--- src/rtl/redirect_ctrl_pkg.sv ---
// Shared types for the front-end redirect controller: redirect sources, FSM states
// and the BTB write request carried through the write queue.
package redirect_ctrl_pkg;

  // Ordered so that a plain magnitude compare gives redirect priority.
  typedef enum logic [1:0] {
    SRC_NONE = 2'd0,
    SRC_IF2  = 2'd1,
    SRC_EX   = 2'd2,
    SRC_CMT  = 2'd3
  } redir_src_e;

  typedef enum logic {
    ST_IDLE    = 1'b0,
    ST_PENDING = 1'b1
  } redir_state_e;

  typedef struct packed {
    logic        inv;
    logic [31:0] pc;
    logic [31:0] target;
  } btb_wr_req_t;

  localparam int BTB_REQ_W = $bits(btb_wr_req_t);

  // Returns {if1, if2, id, ex} flushes implied by a redirect from src.
  function automatic logic [3:0] flush_mask(input redir_src_e src);
    case (src)
      SRC_CMT: flush_mask = 4'b1111;
      SRC_EX:  flush_mask = 4'b1110;
      SRC_IF2: flush_mask = 4'b1000;
      default: flush_mask = 4'b0000;
    endcase
  endfunction

endpackage

--- src/rtl/btb_wr_fifo.sv ---
// BTB write queue: up to two enqueues per cycle (push0 first), one dequeue per cycle.
// Free space is judged on the start-of-cycle occupancy, so a slot popped this cycle is reused next cycle.
module btb_wr_fifo
  import redirect_ctrl_pkg::*;
#(
  parameter int DEPTH = 2
) (
  input  logic                 clk,
  input  logic                 rst_n,
  input  logic                 i_push0_valid,
  input  logic [BTB_REQ_W-1:0] i_push0_data,
  input  logic                 i_push1_valid,
  input  logic [BTB_REQ_W-1:0] i_push1_data,
  input  logic                 i_pop,
  output logic                 o_valid,
  output logic [BTB_REQ_W-1:0] o_data
);

  localparam int PW = $clog2(DEPTH) + 1;
  localparam int AW = PW - 1;

  logic [PW-1:0]        r_wptr;
  logic [PW-1:0]        r_rptr;
  logic [BTB_REQ_W-1:0] r_mem [DEPTH];

  logic [PW-1:0] w_count;
  logic [PW-1:0] w_free;
  logic [PW-1:0] w_slot1;
  logic          w_empty;
  logic          w_full;
  logic          w_take0;
  logic          w_take1;
  logic          w_pop;

  assign w_empty = (r_wptr == r_rptr);
  assign w_full  = (r_wptr[PW-1] != r_rptr[PW-1]) && (r_wptr[AW-1:0] == r_rptr[AW-1:0]);
  assign w_count = r_wptr - r_rptr;
  assign w_free  = PW'(DEPTH) - w_count;

  // push1 only gets in if a slot remains after push0 has been placed.
  assign w_take0 = i_push0_valid & ~w_full;
  assign w_take1 = i_push1_valid & (w_take0 ? (w_free >= PW'(2)) : ~w_full);
  assign w_slot1 = r_wptr + {{AW{1'b0}}, w_take0};
  assign w_pop   = i_pop & ~w_empty;

  always_ff @(posedge clk or negedge rst_n) begin
    if (!rst_n) begin
      r_wptr <= '0;
      r_rptr <= '0;
      for (int i = 0; i < DEPTH; i++) r_mem[i] <= '0;
    end else begin
      if (w_take0) r_mem[r_wptr[AW-1:0]] <= i_push0_data;
      if (w_take1) r_mem[w_slot1[AW-1:0]] <= i_push1_data;
      r_wptr <= r_wptr + PW'(w_take0) + PW'(w_take1);
      r_rptr <= r_rptr + PW'(w_pop);
    end
  end

  assign o_valid = ~w_empty;
  assign o_data  = w_empty ? '0 : r_mem[r_rptr[AW-1:0]];

endmodule

--- src/rtl/redirect_ctrl.sv ---
// Front-end redirect arbiter/holder (cmt > ex > if2) with stage flushes, plus the
// BTB write-port sharing between execute updates and fetch2 invalidations.
module redirect_ctrl
  import redirect_ctrl_pkg::*;
#(
  parameter int BTBQ_DEPTH = 2
) (
  input  logic        clk,
  input  logic        rst_n,
  input  logic        cmt_redir_valid,
  input  logic [31:0] cmt_redir_pc,
  input  logic        ex_redir_valid,
  input  logic [31:0] ex_redir_pc,
  input  logic        if2_redir_valid,
  input  logic [31:0] if2_redir_pc,
  input  logic        fetch1_rdy,
  output logic        redir_valid,
  output logic [31:0] redir_pc,
  output logic        flush_if1,
  output logic        flush_if2,
  output logic        flush_id,
  output logic        flush_ex,
  input  logic        ex_btb_upd_valid,
  input  logic [31:0] ex_btb_upd_pc,
  input  logic [31:0] ex_btb_upd_target,
  input  logic        if2_btb_inv_valid,
  input  logic [31:0] if2_btb_inv_pc,
  input  logic        btb_wr_ready,
  output logic        btb_wr_valid,
  output logic        btb_wr_inv,
  output logic [31:0] btb_wr_pc,
  output logic [31:0] btb_wr_target
);

  redir_state_e r_state;
  logic [31:0]  r_pend_pc;
  redir_src_e   r_pend_src;

  redir_state_e w_state_nxt;
  logic [31:0]  w_pend_pc_nxt;
  redir_src_e   w_pend_src_nxt;
  redir_src_e   w_src;
  logic [31:0]  w_req_pc;
  logic         w_accept;
  logic [3:0]   w_flush;

  always_comb begin
    w_src    = SRC_NONE;
    w_req_pc = '0;
    if (cmt_redir_valid) begin
      w_src    = SRC_CMT;
      w_req_pc = cmt_redir_pc;
    end else if (ex_redir_valid) begin
      w_src    = SRC_EX;
      w_req_pc = ex_redir_pc;
    end else if (if2_redir_valid) begin
      w_src    = SRC_IF2;
      w_req_pc = if2_redir_pc;
    end
  end

  // While pending, an equal-or-higher priority request replaces the held one.
  assign w_accept = (w_src != SRC_NONE) && ((r_state == ST_IDLE) || (w_src >= r_pend_src));

  always_comb begin
    w_state_nxt    = r_state;
    w_pend_pc_nxt  = r_pend_pc;
    w_pend_src_nxt = r_pend_src;
    redir_valid    = 1'b0;
    redir_pc       = '0;
    w_flush        = w_accept ? flush_mask(w_src) : 4'b0000;
    case (r_state)
      ST_IDLE: begin
        if (w_accept) begin
          redir_valid = 1'b1;
          redir_pc    = w_req_pc;
          if (!fetch1_rdy) begin
            w_state_nxt    = ST_PENDING;
            w_pend_pc_nxt  = w_req_pc;
            w_pend_src_nxt = w_src;
          end
        end
      end
      ST_PENDING: begin
        redir_valid     = 1'b1;
        redir_pc        = w_accept ? w_req_pc : r_pend_pc;
        w_flush[3:2]    = 2'b11;
        if (fetch1_rdy) begin
          w_state_nxt = ST_IDLE;
        end else if (w_accept) begin
          w_pend_pc_nxt  = w_req_pc;
          w_pend_src_nxt = w_src;
        end
      end
      default: w_state_nxt = ST_IDLE;
    endcase
  end

  always_ff @(posedge clk or negedge rst_n) begin
    if (!rst_n) begin
      r_state    <= ST_IDLE;
      r_pend_pc  <= '0;
      r_pend_src <= SRC_NONE;
    end else begin
      r_state    <= w_state_nxt;
      r_pend_pc  <= w_pend_pc_nxt;
      r_pend_src <= w_pend_src_nxt;
    end
  end

  assign flush_if1 = w_flush[3];
  assign flush_if2 = w_flush[2];
  assign flush_id  = w_flush[1];
  assign flush_ex  = w_flush[0];

  // An invalidate is from a younger instruction that an older redirect squashes this cycle.
  logic                 w_inv_push;
  logic [BTB_REQ_W-1:0] w_upd_data;
  logic [BTB_REQ_W-1:0] w_inv_data;
  logic [BTB_REQ_W-1:0] w_head_data;
  btb_wr_req_t          w_head;

  assign w_inv_push = if2_btb_inv_valid & ~cmt_redir_valid & ~ex_redir_valid;
  assign w_upd_data = {1'b0, ex_btb_upd_pc, ex_btb_upd_target};
  assign w_inv_data = {1'b1, if2_btb_inv_pc, 32'h0};

  btb_wr_fifo #(.DEPTH(BTBQ_DEPTH)) u_btb_wr_fifo (
    .clk           (clk),
    .rst_n         (rst_n),
    .i_push0_valid (ex_btb_upd_valid),
    .i_push0_data  (w_upd_data),
    .i_push1_valid (w_inv_push),
    .i_push1_data  (w_inv_data),
    .i_pop         (btb_wr_valid & btb_wr_ready),
    .o_valid       (btb_wr_valid),
    .o_data        (w_head_data)
  );

  assign w_head        = w_head_data;
  assign btb_wr_inv    = w_head.inv;
  assign btb_wr_pc     = w_head.pc;
  assign btb_wr_target = w_head.target;

endmodule
--- config.mk ---
export PLATFORM = sky130hd
export DESIGN_NAME = redirect_ctrl
export DESIGN_NICKNAME = d
export VERILOG_FILES = /design/src/rtl/redirect_ctrl_pkg.sv /design/src/rtl/btb_wr_fifo.sv /design/src/rtl/redirect_ctrl.sv
export SDC_FILE = /design/constraint.sdc
export NUM_CORES = 1
export LEC_CHECK = 0
export BUFFER_PORTS_ARGS = -buffer_cell sky130_fd_sc_hd__buf_2
export CAP_MARGIN = 20
export CORE_MARGIN = 2
export CORE_UTILIZATION = 40
export CTS_CLUSTER_DIAMETER = 150
export DETAILED_ROUTE_END_ITERATION = 10
export MAX_ROUTING_LAYER = met4
export PLACE_DENSITY = 0.69
export SLEW_MARGIN = 20
export SYNTH_ARGS = -nofsm -noshare
export SYNTH_HDL_FRONTEND = slang
export SYNTH_SLANG_ARGS = --single-unit
--- constraint.sdc ---
create_clock -name clk -period 4.56 [get_ports clk]
set_input_delay 0.228 -clock clk [delete_from_list [all_inputs] [get_ports clk]]
set_output_delay 0.228 -clock clk [all_outputs]
set_load 0.02 [all_outputs]
==> impl_metrics.toml <==
[critical_path]
start_kind = "input port"
r2r-start = "u_btb_wr_fifo.r_rptr[0]"
crit_type = "in2out"
cp-end-kind = "primary output"
critPathRequiredTime_ns = 4.33
r2r_end = "u_btb_wr_fifo.r_mem[105]"
r2r_setup_slack_ns = 1.27
worstPathArrival_ns = 3.19
crit_fanout = 35
r2r_cells = 9

[floorplan]
die_height_um = 158
initial_utilization_pct = 40.5
core_sq_mm = 0.0234
rows = 56
die_w_um = 158
io-pin-count = 304
dieArea_sq_mm = 0.0250

[logic_synthesis]
ys_types = 38
avgSynthCellArea_sq_um = 10.5
yosysTopAreaCell = "dfrtp_1"
ys_ff_latch = 169
synth_nets = 1113
syn-cell-area_sq_mm = 0.00948
yosysSeqAreaShare_pct = 44.6
ys_async_sr_fraction_pct = 100
synth_edf_count = 0
ys_warn_count = 0
ys.flop_type = "dfrtp_1"
synth_top_area_share_pct = 44.6
synth_area_leaders = "dfrtp_1 (45%), mux2_2 (17%), mux2i_1 (7.0%)"
synth_cells = 906

[sta]
timing.hold.ws_ns = 0.0479
rsz0062_at_grt = "no"
slew_headroom_pct = 30.3
fmax_ghz = 0.292
post-route-period-util_pct = 75.0
setup_violations = 0
drv_slew = 0
worst_pin_slew_ns = 1.04
tns_ns = 0
finalClockSkew_ns = 0.0111
fin_ws_ns = 1.14
hold_viol = 0
min_period_ns = 3.42

[power]
max-vdd-ir-drop_mv = 0.500
leakage_nw = 5.80
power_density_mw_per_mm2 = 749
power_mw = 8.87

[worst_hold_path]
holdPathEnd = "u_btb_wr_fifo.r_mem[44]"
worstHoldPathType = "in2reg"
min_path_cells = 2
min_from = "if2_btb_inv_pc[12]"

[cells_and_area]
area_delta_synth_final_pct = 24.8
num_antenna_cells = 0
layout_commonest_cell = "buf_2"
stdcell_area_sq_mm = 0.0118
drive_gt1_share_pct = 44.9
final_nets = 1382
fillCellCount = 2274
final_cell_mix = "buf_2 (302), dfrtp_1 (168), nand2_1 (162), mux2_2 (144), nor2_1 (71)"

[grt]
grt_pass1_vias = 7684
grt_usage_pct = 20.7
antenna_found_initial = 0
grt_first_pass_wirelength_um = 39600
grt_overflow = 0
grt_max_degree = 95

[placement]
place_congestion = 0.876
dp_hpwl_um = 16900
port_buffers = 303
dp_slack_ns = 1.13
placed_cell_area_sq_mm = 0.0112

[routing]
drtPass1Iterations = 4
num_vias = 7670
drt_iter0_markers = 394
ant_nets = 0
via_per_inst = 5.09
remaining_drc_errors = 0
detail_route.wl_per_cell_um = 16.8
wl_um = 25300

[cts]
clkTransAtPathRegs_ns = 0.07
clockBufferDepth = 2
cts_buffers = 17
cts_max_level = 4
cts_resized = 0
cts_setup_buffers = 0
root_buffer = "clkbuf_16"
insertion_delay_ns = 0.42
cts_hold_buf = 1
cts_tree = "done"
cts_sinks = 169

[status]
outcome = "completed"

[run]
drv_cap = 0
[area by class of cell]
cell class | instances | area [sq um] | area share (%)
Sequential cell | 169 | 4230 | 35.8
Multi-Input combinational cell | 659 | 4880 | 41.2
Inverter | 6 | 22.5 | 0.190
Timing Repair Buffer | 322 | 1690 | 14.3
Tap cell | 319 | 399 | 3.37
Clock inverter | 11 | 161 | 1.36
Clock buffer | 21 | 450 | 3.80
[metal layers]
metal	routed length (um)	global-route usage [%]
met2	12300	33.6
met3	1680	4.90
met1	11100	26.4
met5	0	-
met4	284	4.55
[logic make-up after synthesis]
kind of cell	count (synthesis)	share of synthesized area [%]
AND/OR/NAND/NOR	252	10.9
adder cells (fa/ha/maj)	6	0.792
buffers and inverters	78	4.45
AO/OA/AOI/OAI	156	10.0
multiplexers	240	28.8
flip-flops	169	44.6
XOR/XNOR	5	0.541
[power by group]
part | leakage (nW) | total, mW | switching, mW | internal (mW)
Clock | 0.300 | 1.51 | 0.618 | 0.892
Combinational | 3.44 | 4.87 | 2.77 | 2.11
Sequential | 2.06 | 2.49 | 0.324 | 2.16
[sequential cells by signal (all words and copies together), names as in the netlist]
signal	cells
u_btb_wr_fifo.r_wptr	2
r_pend_src	2
u_btb_wr_fifo.r_rptr	2
r_state	1
u_btb_wr_fifo.r_mem	130
r_pend_pc	32
[worst max-delay path: stages]
cell and delay (ns):
buf_2 0.50, nor2b_2 0.10, nor2_1 0.15, ha_1 0.24
nand2b_1 0.14, a21oi_1 0.50, mux2_2 0.75, mux2_2 0.41
buf_2 0.16
[worst max path at each step]
stage | slack (ns) | cells past startpoint | to | startpoint
global placement | 1.24 | 9 | redir_pc[17] | ex_redir_valid
finish | 1.14 | 9 | redir_pc[16] | ex_redir_valid
detailed placement | 1.13 | 9 | redir_pc[23] | ex_redir_valid
floorplan | 1.11 | 13 | u_btb_wr_fifo.r_mem[116] | u_btb_wr_fifo.r_rptr[0]
global route | 0.87 | 9 | redir_pc[16] | ex_redir_valid
CTS | 1.14 | 9 | redir_pc[23] | ex_redir_valid
[metrics by stage]
| stage | cells | utilization [%] |
|---|---|---|
| floorplan | 906 | - |
| global placement | 1474 | 47.9 |
| detailed placement | 1474 | 47.9 |
| CTS | 1507 | 50.6 |
| global route | 1507 | 50.6 |
| finish | 1507 | 50.6 |
[cell usage after synthesis, drive strengths merged, types with 2 or more instances]
cell / n
a21boi: 2
a21o: 2
a21oi: 65
a22o: 20
a22oi: 32
and2: 2
buf: 36
clkbuf: 36
dfrtp: 169
ha: 6
inv: 6
mux2: 173
mux2i: 67
nand2: 162
nand2b: 2
nor2: 72
nor2b: 5
nor3: 2
o21ai: 34
or3: 3
xnor2: 3
xor2: 2
No activity file was read; power rests on OpenSTA's default activity.
